===== config.mk =====
export PLATFORM = sky130hd
export DESIGN_NAME = wb_burst_master
export DESIGN_NICKNAME = d
export VERILOG_FILES = /design/src/rtl/wb_burst_master.sv
export SDC_FILE = /design/constraint.sdc
export NUM_CORES = 1
export LEC_CHECK = 0
export ABC_AREA = 1
export CELL_PAD_IN_SITES_DETAIL_PLACEMENT = 1
export CELL_PAD_IN_SITES_GLOBAL_PLACEMENT = 1
export CORE_ASPECT_RATIO = 0.75
export CORE_MARGIN = 5
export CORE_UTILIZATION = 27
export DETAILED_ROUTE_END_ITERATION = 16
export PLACE_DENSITY_LB_ADDON = 0.12
export SETUP_SLACK_MARGIN = 0.5
export SYNTH_ARGS = -nofsm -noshare
export SYNTH_HDL_FRONTEND = slang
export SYNTH_SLANG_ARGS = --single-unit

===== constraint.sdc =====
create_clock -name clk_i -period 1.6 [get_ports clk_i]
set_input_delay 0.16 -clock clk_i [delete_from_list [all_inputs] [get_ports clk_i]]
set_output_delay 0.16 -clock clk_i [all_outputs]
set_load 0.02 [all_outputs]

===== src/rtl/wb_burst_master.sv =====
// Wishbone burst master: turns one request into up to MAX_BURST incrementing-address beats, with per-beat retry.
// Optional per-beat wait timeout is compiled in when WB_MASTER_TIMEOUT_EN is defined.
module wb_burst_master #(
  parameter int TAGSIZE   = 2,
  parameter int MAX_BURST = 8,
  parameter int MAX_RETRY = 3,
  parameter int TIMEOUT   = 255
) (
  input  logic               clk_i,
  input  logic               rst_i,
  input  logic               valid_i,
  output logic               ready_o,
  input  logic               we_i,
  input  logic [31:0]        addr_i,
  input  logic [3:0]         sel_i,
  input  logic [3:0]         len_i,
  input  logic [TAGSIZE-1:0] tag_i,
  input  logic [31:0]        data_i,
  output logic               next_o,
  output logic [31:0]        data_o,
  output logic               rvalid_o,
  output logic               done_o,
  output logic               err_o,
  output logic [31:0]        wb_adr_o,
  output logic [31:0]        wb_dat_o,
  input  logic [31:0]        wb_dat_i,
  output logic               wb_we_o,
  output logic [3:0]         wb_sel_o,
  output logic               wb_cyc_o,
  output logic               wb_stb_o,
  input  logic               wb_ack_i,
  input  logic               wb_err_i,
  input  logic               wb_rty_i,
  output logic [TAGSIZE-1:0] wb_tga_o,
  output logic [TAGSIZE-1:0] wb_tgc_o,
  output logic [TAGSIZE-1:0] wb_tgd_o,
  input  logic [TAGSIZE-1:0] wb_tgd_i
);

  // state | meaning
  // IDLE  | ready_o high, waiting for valid_i
  // CYCLE | cyc/stb asserted, waiting for ack/err/rty on the current beat
  // RETRY | one-cycle bus release after rty, then same beat is reissued
  typedef enum logic [1:0] {IDLE, CYCLE, RETRY} state_t;

  localparam int             MAXB_I  = (MAX_BURST > 15) ? 15 : ((MAX_BURST < 1) ? 1 : MAX_BURST);
  localparam logic [3:0]     MAXB    = 4'(MAXB_I);
  localparam int             RW      = $clog2(MAX_RETRY + 2);
  localparam logic [RW-1:0]  MAX_RTY = RW'(MAX_RETRY);

  state_t             state;
  logic [3:0]         beats_left;
  logic [RW-1:0]      retry_cnt;
  logic [TAGSIZE-1:0] tag_q;
  logic [3:0]         len_eff;
  logic               last_beat;
  logic               timeout_hit;
  logic               unused_tgd;

  assign unused_tgd = ^wb_tgd_i;

  assign ready_o   = (state == IDLE);
  assign last_beat = (beats_left == 4'd0);
  assign wb_tga_o  = tag_q;
  assign wb_tgc_o  = tag_q;
  assign wb_tgd_o  = tag_q;

  // Show-ahead handshake: upstream advances data_i on the same edge that latches it.
  assign next_o = (state == CYCLE) && wb_we_o && wb_ack_i && !wb_err_i && !last_beat;

  always_comb begin
    len_eff = len_i;
    if (len_i == 4'd0)
      len_eff = 4'd1;
    else if (len_i > MAXB)
      len_eff = MAXB;
  end

`ifdef WB_MASTER_TIMEOUT_EN
  localparam int            TW    = (TIMEOUT > 1) ? $clog2(TIMEOUT + 1) : 1;
  localparam logic [TW-1:0] TLOAD = TW'((TIMEOUT > 0) ? TIMEOUT - 1 : 0);

  logic [TW-1:0] wait_cnt;

  assign timeout_hit = (wait_cnt == '0);

  always_ff @(posedge clk_i or negedge rst_i) begin
    if (!rst_i)
      wait_cnt <= TLOAD;
    else if (state != CYCLE || wb_ack_i || wb_err_i || wb_rty_i)
      wait_cnt <= TLOAD;
    else if (wait_cnt != '0)
      wait_cnt <= wait_cnt - TW'(1);
  end
`else
  assign timeout_hit = 1'b0;
`endif

  always_ff @(posedge clk_i or negedge rst_i) begin
    if (!rst_i) begin
      state      <= IDLE;
      beats_left <= 4'd0;
      retry_cnt  <= '0;
      tag_q      <= '0;
      wb_adr_o   <= 32'd0;
      wb_dat_o   <= 32'd0;
      wb_we_o    <= 1'b0;
      wb_sel_o   <= 4'd0;
      wb_cyc_o   <= 1'b0;
      wb_stb_o   <= 1'b0;
      data_o     <= 32'd0;
      rvalid_o   <= 1'b0;
      done_o     <= 1'b0;
      err_o      <= 1'b0;
    end else begin
      rvalid_o <= 1'b0;
      done_o   <= 1'b0;
      err_o    <= 1'b0;
      case (state)
        IDLE: begin
          if (valid_i) begin
            state      <= CYCLE;
            wb_cyc_o   <= 1'b1;
            wb_stb_o   <= 1'b1;
            wb_adr_o   <= addr_i;
            wb_dat_o   <= data_i;
            wb_we_o    <= we_i;
            wb_sel_o   <= sel_i;
            tag_q      <= tag_i;
            beats_left <= len_eff - 4'd1;
            retry_cnt  <= '0;
          end
        end
        CYCLE: begin
          if (wb_err_i) begin
            state    <= IDLE;
            wb_cyc_o <= 1'b0;
            wb_stb_o <= 1'b0;
            err_o    <= 1'b1;
          end else if (wb_ack_i) begin
            if (!wb_we_o) begin
              data_o   <= wb_dat_i;
              rvalid_o <= 1'b1;
            end
            if (last_beat) begin
              state    <= IDLE;
              wb_cyc_o <= 1'b0;
              wb_stb_o <= 1'b0;
              done_o   <= 1'b1;
            end else begin
              wb_adr_o   <= wb_adr_o + 32'd4;
              beats_left <= beats_left - 4'd1;
              retry_cnt  <= '0;
              if (wb_we_o)
                wb_dat_o <= data_i;
            end
          end else if (wb_rty_i) begin
            wb_cyc_o <= 1'b0;
            wb_stb_o <= 1'b0;
            if (retry_cnt < MAX_RTY) begin
              retry_cnt <= retry_cnt + RW'(1);
              state     <= RETRY;
            end else begin
              state <= IDLE;
              err_o <= 1'b1;
            end
          end else if (timeout_hit) begin
            state    <= IDLE;
            wb_cyc_o <= 1'b0;
            wb_stb_o <= 1'b0;
            err_o    <= 1'b1;
          end
        end
        RETRY: begin
          state    <= CYCLE;
          wb_cyc_o <= 1'b1;
          wb_stb_o <= 1'b1;
        end
        default: begin
          state    <= IDLE;
          wb_cyc_o <= 1'b0;
          wb_stb_o <= 1'b0;
        end
      endcase
    end
  end

endmodule


# [Word-level counts from Yosys, hierarchy flattened]
# Cells that the tools add are included.
[totals] regBits=116 inputBits=115 output_inout_bits=114 word_cells=100
[classes] n_addsub=4 n_lt_le_gt_ge=2 eq_ne=12 mux=51 bitwise=2 n_reduce_logical=16
[op_table] op="$mux W32" count=9
[op_table] op="$pmux W32 S2" count=2
[op_table] op="$add A32 B3 Y32 const B" count=1
[op_table] op="$mux W4" count=6
[op_table] op="$mux W1" count=18
[op_table] op="$mux W3" count=6
[op_table] op="$mux W2" count=6
[op_table] op="$reduce_and A6 Y1" count=2
[op_table] op="$ne A2 B2 Y1 const B" count=5
[op_table] op="$logic_not A4 Y1" count=2
[op_table] op="$ne A4 B4 Y1 const B" count=2
[op_table] op="$pmux W4 S2" count=1
[op_table] op="$sub A4 B1 Y4 const B" count=2
[op_table] op="$ne A3 B3 Y1 const B" count=2
[op_table] op="$pmux W2 S3" count=1
[op_table] op="$pmux W3 S2" count=1
[op_table] op="$reduce_and A5 Y1" count=1
[op_table] op="$gt A4 B4 Y1 const B" count=1
[op_table] op="$logic_and A1 B1 Y1" count=4
[op_table] op="$reduce_and A4 Y1" count=1
[op_table] op="$add A3 B1 Y3 const B" count=1
[op_table] op="$lt A3 B2 Y1 const B" count=1
[op_table] op="$ne A3 B2 Y1 const B" count=1
[op_table] op="$pmux W1 S3" count=1
[op_table] op="8 further kinds" count=10

# [Logic depth before layout (Yosys ltp)]
# Gate-level depths: netlist of the first run.
[depth] ltp_word=6 depth_mapped=11 ltp_nobuf=10

# [Worst setup path after synthesis of the first run]
# OpenSTA, ideal clock, no wires.
[synth_path] kind="register to register" start="register wb_adr_o[2]" end="register wb_adr_o[30]" setup_ps=117 arrival_time_ps=1563 required_time_ps=1483 slack_ps=-79 path_stages_with_launch=11 path_buffers=0 period_less_slack_ps=1679 cell_sequence="dfrtp_1 > ha_1 > nand2_1 > nor2_1 > nand2_1 > nor2_1 > nand2_1 > nand2_1 > nand3_1 > nand2_1 > nand2_1"
[synth_via] elab_chain_cells=5
[synth_rtl] element="from (decl)" line_no="24" text="output logic [31:0] wb_adr_o,"
[synth_rtl] element="from (signal assigned)" line_no="125" text="wb_adr_o <= addr_i;"
[synth_rtl] element="from (signal assigned)" line_no="151" text="wb_adr_o <= wb_adr_o + 32'd4;"
[synth_rtl] element="$add A32 B3 Y32" line_no="151"
[synth_rtl] element="$mux W32" line_no="145" text="if (last_beat) begin"
[synth_rtl] element="$mux W32" line_no="140" text="end else if (wb_ack_i) begin"
[synth_rtl] element="$mux W32" line_no="135" text="if (wb_err_i) begin"
[synth_rtl] element="$pmux W32 S2" line_no="119" text="case (state)"
# Every way passes these cells. The select of a mux whose other input is x is not followed.
# A chain may end at the register's enable or synchronous reset.

# [Worst setup path in the final report of the first run]
[layout_path] start="register state[1]" end="register wb_dat_o[31]"
[layout_via] elab_chain_cells=3 elab_cells_between_ends=10 classes_between="6 x eq/ne; 1 x mux; 3 x reduce/logical"
[layout_rtl] element="from (decl)" line_no="51" text="state_t state;"
[layout_rtl] element="from (signal assigned)" line_no="101" text="state <= IDLE;"
[layout_rtl] element="from (signal assigned)" line_no="122" text="state <= CYCLE;"
[layout_rtl] element="from (signal assigned)" line_no="136" text="state <= IDLE;"
[layout_rtl] element="$eq A2 B1 Y1 or $logic_not A2 Y1 (tied branches)" line_no="119"
[layout_rtl] element="$ne A2 B2 Y1 (no source line) or $reduce_bool A2 Y1 (tied branches)"
[layout_rtl] element="$reduce_and A6 Y1 (no source line)"
[layout_rtl] element="to (signal assigned)" line_no="126" text="wb_dat_o <= data_i;"
[layout_rtl] element="to (signal assigned)" line_no="155" text="wb_dat_o <= data_i;"
[layout_rtl] element="to (decl)" line_no="25" text="output logic [31:0] wb_dat_o,"
# Parallel ways exist; a longest one is shown, timed or not.

==> results of run 1 <==
worst paths after layout:
path | slack, ns | cells past startpoint | to | start
min in group clk_i | 0.27 | 3 | wb_dat_o[23] | data_i[23]
setup reg to reg | -0.13 | 11 | wb_dat_o[31] | state[1]
hold reg to reg | 0.50 | 2 | wb_adr_o[0] | wb_adr_o[0]
setup / recovery | -0.13 | 11 | wb_dat_o[31] | state[1]
max in group asynchronous | 0.78 | 3 | wb_adr_o[2] | rst_i
hold / removal | 0.19 | 2 | wb_adr_o[21] | rst_i
cell families (layout without fill, tap and decap cells):
| group | count (synthesis) | after routing | share of synthesized area |
|---|---|---|---|
| fa+ha+maj | 3 | 3 | 0.00639 |
| buf+inv | 86 | 464 | 0.0664 |
| simple gates | 567 | 567 | 0.387 |
| flops | 116 | 116 | 0.494 |
| compound gates | 46 | 46 | 0.0405 |
| xor+xnor | 4 | 4 | 0.00596 |
cell usage in the layout, fill, tap and decap left out, types with 14 or more instances in the layout:
master,count
buf_12,18
buf_4,87
buf_6,142
clkbuf_16,24
clkdlybuf4s50_1,111
dfrtp_1,92
dfrtp_2,24
inv_1,43
nand2_1,269
nand2_2,63
nand2_4,33
nand3_1,56
nand3_2,15
nor2_1,90
nor2_2,14
o21ai_1,18
worst max-delay path: stages (launching register included):
cell and delay (ns):
dfrtp_2 0.44, inv_2 0.08, nand2_4 0.05, nor3_4 0.18, nand3_2 0.15, buf_6 0.16, buf_12 0.12, nand2_8 0.09
buf_12 0.11, buf_16 0.15, nand2_4 0.07, nand2_2 0.06
sequential cells by signal, summed over array words and instances, names as in the netlist, 2 cells and up:
name	count
wb_dat_o	32
wb_sel_o	4
data_o	32
retry_cnt	3
beats_left	4
wb_adr_o	32
wb_tga_o	2
state	2
timing repair:
action | CTS | global route
gates cloned | 10 | 8
pin swaps | 29 | 52
hold buffers | 1 | 0
buffers inserted | 30 | 40
gates resized for setup | 384 | 565
setup endpoints to repair | 230 | 230
endpoints found under the hold margin | 20 | 0
stage by stage:
stage / TNS (ns) / setup slack [ns] / hold slack, ns / cells
finish: -8.19 / -0.134 / 0.191 / 1488
global route: -16.62 / -0.222 / 0.204 / 1488
CTS: -0.806 / -0.0521 / 0.182 / 1440
detailed placement: -28.40 / -0.329 / 0.0941 / 1368
global placement: -24.27 / -0.312 / 0.0886 / 1368
floorplan: 0 / 0.0928 / -0.136 / 822
layout make-up:
class                      instances  area (um^2)
inverter                          51          209
sequential                       116         2930
clock inverter                    14          178
multi-input combinational        620         3380
timing repair buffer             379         4170
clock buffer                      17          425
tap                              288          360
timing repair inverter             3         52.6
fill                            2438         9580
cells in the mapped netlist, types with 2 or more instances:
cell / number
o21ai_1: 3
nand2_1: 367
ha_1: 3
inv_2: 2
dfrtp_1: 116
nor3_2: 2
inv_1: 48
a31oi_1: 2
nand3_1: 76
xor2_1: 3
a21oi_1: 10
clkbuf_1: 12
o21ai_0: 29
buf_6: 3
buf_4: 8
or2_2: 4
nor2_1: 111
buf_2: 11
nand4_1: 3
power groups by stage:
stage | Clock (mW) | Combinational [mW] | Sequential [mW]
after global placement | 0 | 11.0 | 5.52
final | 4.01 | 15.9 | 5.92
after CTS | 4.08 | 13.1 | 5.64
after detailed placement | 0 | 11.2 | 5.53
after floorplan | 0 | 4.14 | 6.93
after global routing | 4.25 | 17.0 | 6.10
routing by layer:
metal  wire length (um)  track usage
met5                  0            0
met4                391       0.0546
met3               1750       0.0483
met2              12700        0.312
met1              12700        0.289
==> impl_metrics.tcl, run 1 <==
set metrics [dict create \
    status "complete, but fails checks" \
    violations "negative setup slack" \
    fmax_mhz 577 \
    slew_violations 0 \
    ant_nets 0 \
    synth_top_area_cell "dfrtp_1" \
    vias_per_cell 4.66 \
    antenna_found_initial 0 \
    cts-root-buf "clkbuf_16" \
    async_flop_share 1.00 \
    drv_cap 0 \
    place.gp.congestion 0.822 \
    slew_headroom 0.771 \
    drive_above_1_share 0.413 \
    finalCriticalPeriod_ns 1.73 \
    crit_required_ns 1.95 \
    wl_um 27600 \
    fin_util 0.550 \
    final_hold_viol_count 0 \
    critPathMaxFanout 8 \
    die_w_um 180 \
    power_frac_clock 0.155 \
    peakVddDrop_v 0.000958 \
    p_sw_frac 0.427 \
    dr_total_vias 6929 \
    min_path_type "in -> async" \
    die_y_um 138 \
    drc_errors 0 \
    synthDistinctLibCells 28 \
    post-route-cell-area_mm2 0.0117 \
    max_slew.worst_pin.slew_ns 0.344 \
    cts_made_buffers 17 \
    worst_skew_pair.late_latency_ns 0.42 \
    dpl.hpwl_um 16900 \
    placed_area_mm2 0.00896 \
    grt_pass1_vias 7078 \
    synth-seq-cells 116 \
    setup.worst_path.start_class "register" \
    clkTransAtPathRegs_ns 0.06 \
    cts.sinks 116 \
    fin_crit_sh 1.08 \
    drt_pass1_iterations 4 \
    grtUsageTotal 0.203 \
    syn_inst 822 \
    power_mw 25.8 \
    ys.flop_type "dfrtp_1" \
    p_int_mw 14.8 \
    cts_tree "built" \
    syn_area_mm2 0.00588 \
    core_area_mm2 0.0213 \
    critPathCaptureType "register" \
    wl_per_cell_um 18.5 \
    overflow 0 \
    p_comb_frac 0.615 \
    grt_pass1_wl_um 39900 \
    dr.first_iter.drc_count 324 \
    sequentialPowerShare 0.229 \
    arrival_ns 2.09 \
    setup_viol 104 \
    port-buffer-count 226 \
    leakage_nw 5.73 \
    critPathKind "reg -> reg" \
    rsz0062_at_grt "true" \
    synth_seq_area_share 0.494 \
    cts_buffer_depth 2 \
    ys_warn_count 0 \
    syn-num-nets 940 \
    synthTopCellsByArea "dfrtp_1, nand2_1, nor2_1, nand3_1, inv_1" \
    ios 229 \
    initial_core_util 0.276 \
    nets 1306 \
    htreeDepth 4 \
    num_rows 46 \
    setup_slack_ns -0.134 \
    power.switching_mw 11.0 \
    synth.top_cell.area_share 0.494 \
    synth_edf_count 0 \
    grt_max_degree 50 \
    avgSynthCellArea_um2 7.15 \
    p_per_area_mw_per_mm2 2200 \
    dieArea_mm2 0.0248 \
    diodes 0 \
    skew_ns 0.0103 \
    area_delta_synth_final_pct 99.4 \
]
No activity file was read; power rests on OpenSTA's default activity.
==> run 2: changes to the inputs <==
- MAX_ROUTING_LAYER: default -> met4
==> run 2 against run 1 <==
  * The run still ends with negative setup slack left
  * Highest routed layer unchanged
  * Non-clock buffer count down 2
  * Critical endpoint is now wb_dat_o[20]
  * Largest power group unchanged
  * Sequential cell count stayed put
  * Worst hold slack better by 0.0033 ns
==> impl_metrics.tcl, run 2 (same netlist as run 1, synthesis figures left out) <==
set metrics [dict create \
    mostFrequentLayoutCells "nand2_1, buf_6, clkdlybuf4s50_1" \
    crit_chain "inv_2 -> nand2_4 -> nor3_4 -> nand3_2 -> buf_6 -> buf_12 -> nand2_8 -> buf_12 -> buf_16 -> nand2_4 -> nand2_2" \
    p_per_area_mw_per_mm2 2190 \
    cts_tree "built" \
    critical_path.slowest_cell "dfrtp_2" \
    drc_errors 0 \
    cts-root-buf "clkbuf_16" \
    fmax_mhz 578 \
    status "complete, but fails checks" \
    drv_cap 0 \
    peakVddDrop_v 0.000896 \
    grtUsageTotal 0.209 \
    hold_slack_ns 0.195 \
    clkTransAtPathRegs_ns 0.06 \
    critPathMaxFanout 8 \
    power.switching_mw 11.0 \
    drive_above_1_share 0.417 \
    critPathCaptureType "register" \
    setup.worst_path.start_class "register" \
    grt_pass1_vias 7095 \
    slew_violations 0 \
    final_common_cell "nand2_1" \
    critPathKind "reg -> reg" \
    htreeDepth 4 \
    die_y_um 138 \
    p_sw_frac 0.428 \
    post-place-ws_ns -0.329 \
    cts_buffer_depth 2 \
    port-buffer-count 226 \
    p_int_mw 14.6 \
    cts_made_buffers 17 \
    cts.sinks 116 \
    top_regs "data_o x32, wb_adr_o x32, wb_dat_o x32" \
    setup_viol 105 \
    rsz0062_at_grt "true" \
    power_frac_clock 0.156 \
    slowest_delay_ns 0.44 \
    path_delay_family "buffers and inverters" \
    placed_cells 1368 \
    p_comb_frac 0.613 \
    dr_total_vias 6878 \
    antenna_found_initial 0 \
    grt_pass1_wl_um 39800 \
    arrival_ns 2.09 \
    slew_headroom 0.773 \
    die_w_um 180 \
    setup_slack_ns -0.131 \
    wl_per_cell_um 18.5 \
    ant_nets 0 \
    place.gp.congestion 0.834 \
    crit_buf_inv 5 \
    drt_pass1_iterations 4 \
    ios 229 \
    worst_skew_pair.late_latency_ns 0.42 \
    dpl.hpwl_um 16900 \
    regToRegSetupSlack_ns -0.13 \
    num_rows 46 \
    crit_required_ns 1.96 \
    finalCriticalPeriod_ns 1.73 \
    vias_per_cell 4.63 \
    dieArea_mm2 0.0248 \
    overflow 0 \
    final_hold_viol_count 0 \
    skew_ns 0.0176 \
    violations "negative setup slack" \
    leakage_nw 5.71 \
    initial_core_util 0.276 \
    max_slew.worst_pin.slew_ns 0.341 \
    min_path_type "in -> async" \
    area_delta_synth_final_pct 98.9 \
    core_area_mm2 0.0213 \
    diodes 0 \
    fin_cells 1486 \
    dr.first_iter.drc_count 374 \
    sequentialPowerShare 0.231 \
    fin_crit_sh 1.08 \
    wl_um 27400 \
    nets 1304 \
    grt_max_degree 50 \
]
==> run 2: cell types whose count changed in the layout (fill, tap and decap cells not counted), moves of 2 or more <==
cell,before,now
nand2_1,269,266
nand2_2,63,66
o21ai_1,18,15
clkbuf_16,24,22
o21ai_2,4,6
==> run 2: path summary, 6_finish.rpt <==
path	startpoint	end	depth (start not counted)
worst max register to register	state[1]	wb_dat_o[20]	11
worst min-delay path	rst_i	wb_adr_o[21]	2
worst min register to register	wb_sel_o[0]	wb_sel_o[0]	2
worst max-delay path	state[1]	wb_dat_o[20]	11
min in group clk_i	data_i[23]	wb_dat_o[23]	3
max in group asynchronous	rst_i	wb_adr_o[2]	3
==> run 2: power by group through the flow <==
stage | clock network (mW) | logic, mW | registers (mW)
6_report | 4.00 | 15.7 | 5.93
4_1_cts | 4.08 | 13.1 | 5.64
2_1_floorplan | 0 | 4.14 | 6.93
3_5_place_dp | 0 | 11.2 | 5.53
5_1_grt | 4.26 | 16.8 | 6.10
3_3_place_gp | 0 | 11.0 | 5.52
==> run 2: what timing repair did <==
item | 4_1_cts | 5_1_grt
setup endpoints to repair | 230 | 230
cloned | 10 | 6
endpoints found under the hold margin | 20 | 0
gates resized for setup | 384 | 571
hold buffers | 1 | 0
pin swaps | 29 | 51
buffers inserted | 30 | 40
==> run 2: final cells by class <==
type | count | area [um^2]
clock buffers | 17 | 425
clock inverters | 14 | 178
fillers | 2457 | 9610
inverters | 51 | 209
multi-input cells | 620 | 3400
flip-flops and latches | 116 | 2930
well taps | 288 | 360
repair buffers | 377 | 4130
repair inverters | 3 | 52.6
==> run 2: metal layers <==
| metal | part of all wire | global-route usage | wire (um) |
|---|---|---|---|
| met4 | 0.014 | 0.0508 | 389 |
| met2 | 0.47 | 0.312 | 12900 |
| met1 | 0.45 | 0.291 | 12400 |
| met5 | 0 | - | 0 |
| met3 | 0.061 | 0.0483 | 1670 |
==> run 2: stage by stage <==
| stage | setup TNS, ns | utilization | instance area (um^2) | total power, mW |
|---|---|---|---|---|
| after floorplan | 0 | - | 5980 | 11.1 |
| after global placement | -24.27 | 0.421 | 8960 | 16.5 |
| after detailed placement | -28.40 | 0.421 | 8960 | 16.7 |
| after CTS | -0.806 | 0.492 | 10500 | 22.9 |
| after global routing | -16.71 | 0.549 | 11700 | 27.2 |
| final | -7.65 | 0.549 | 11700 | 25.6 |
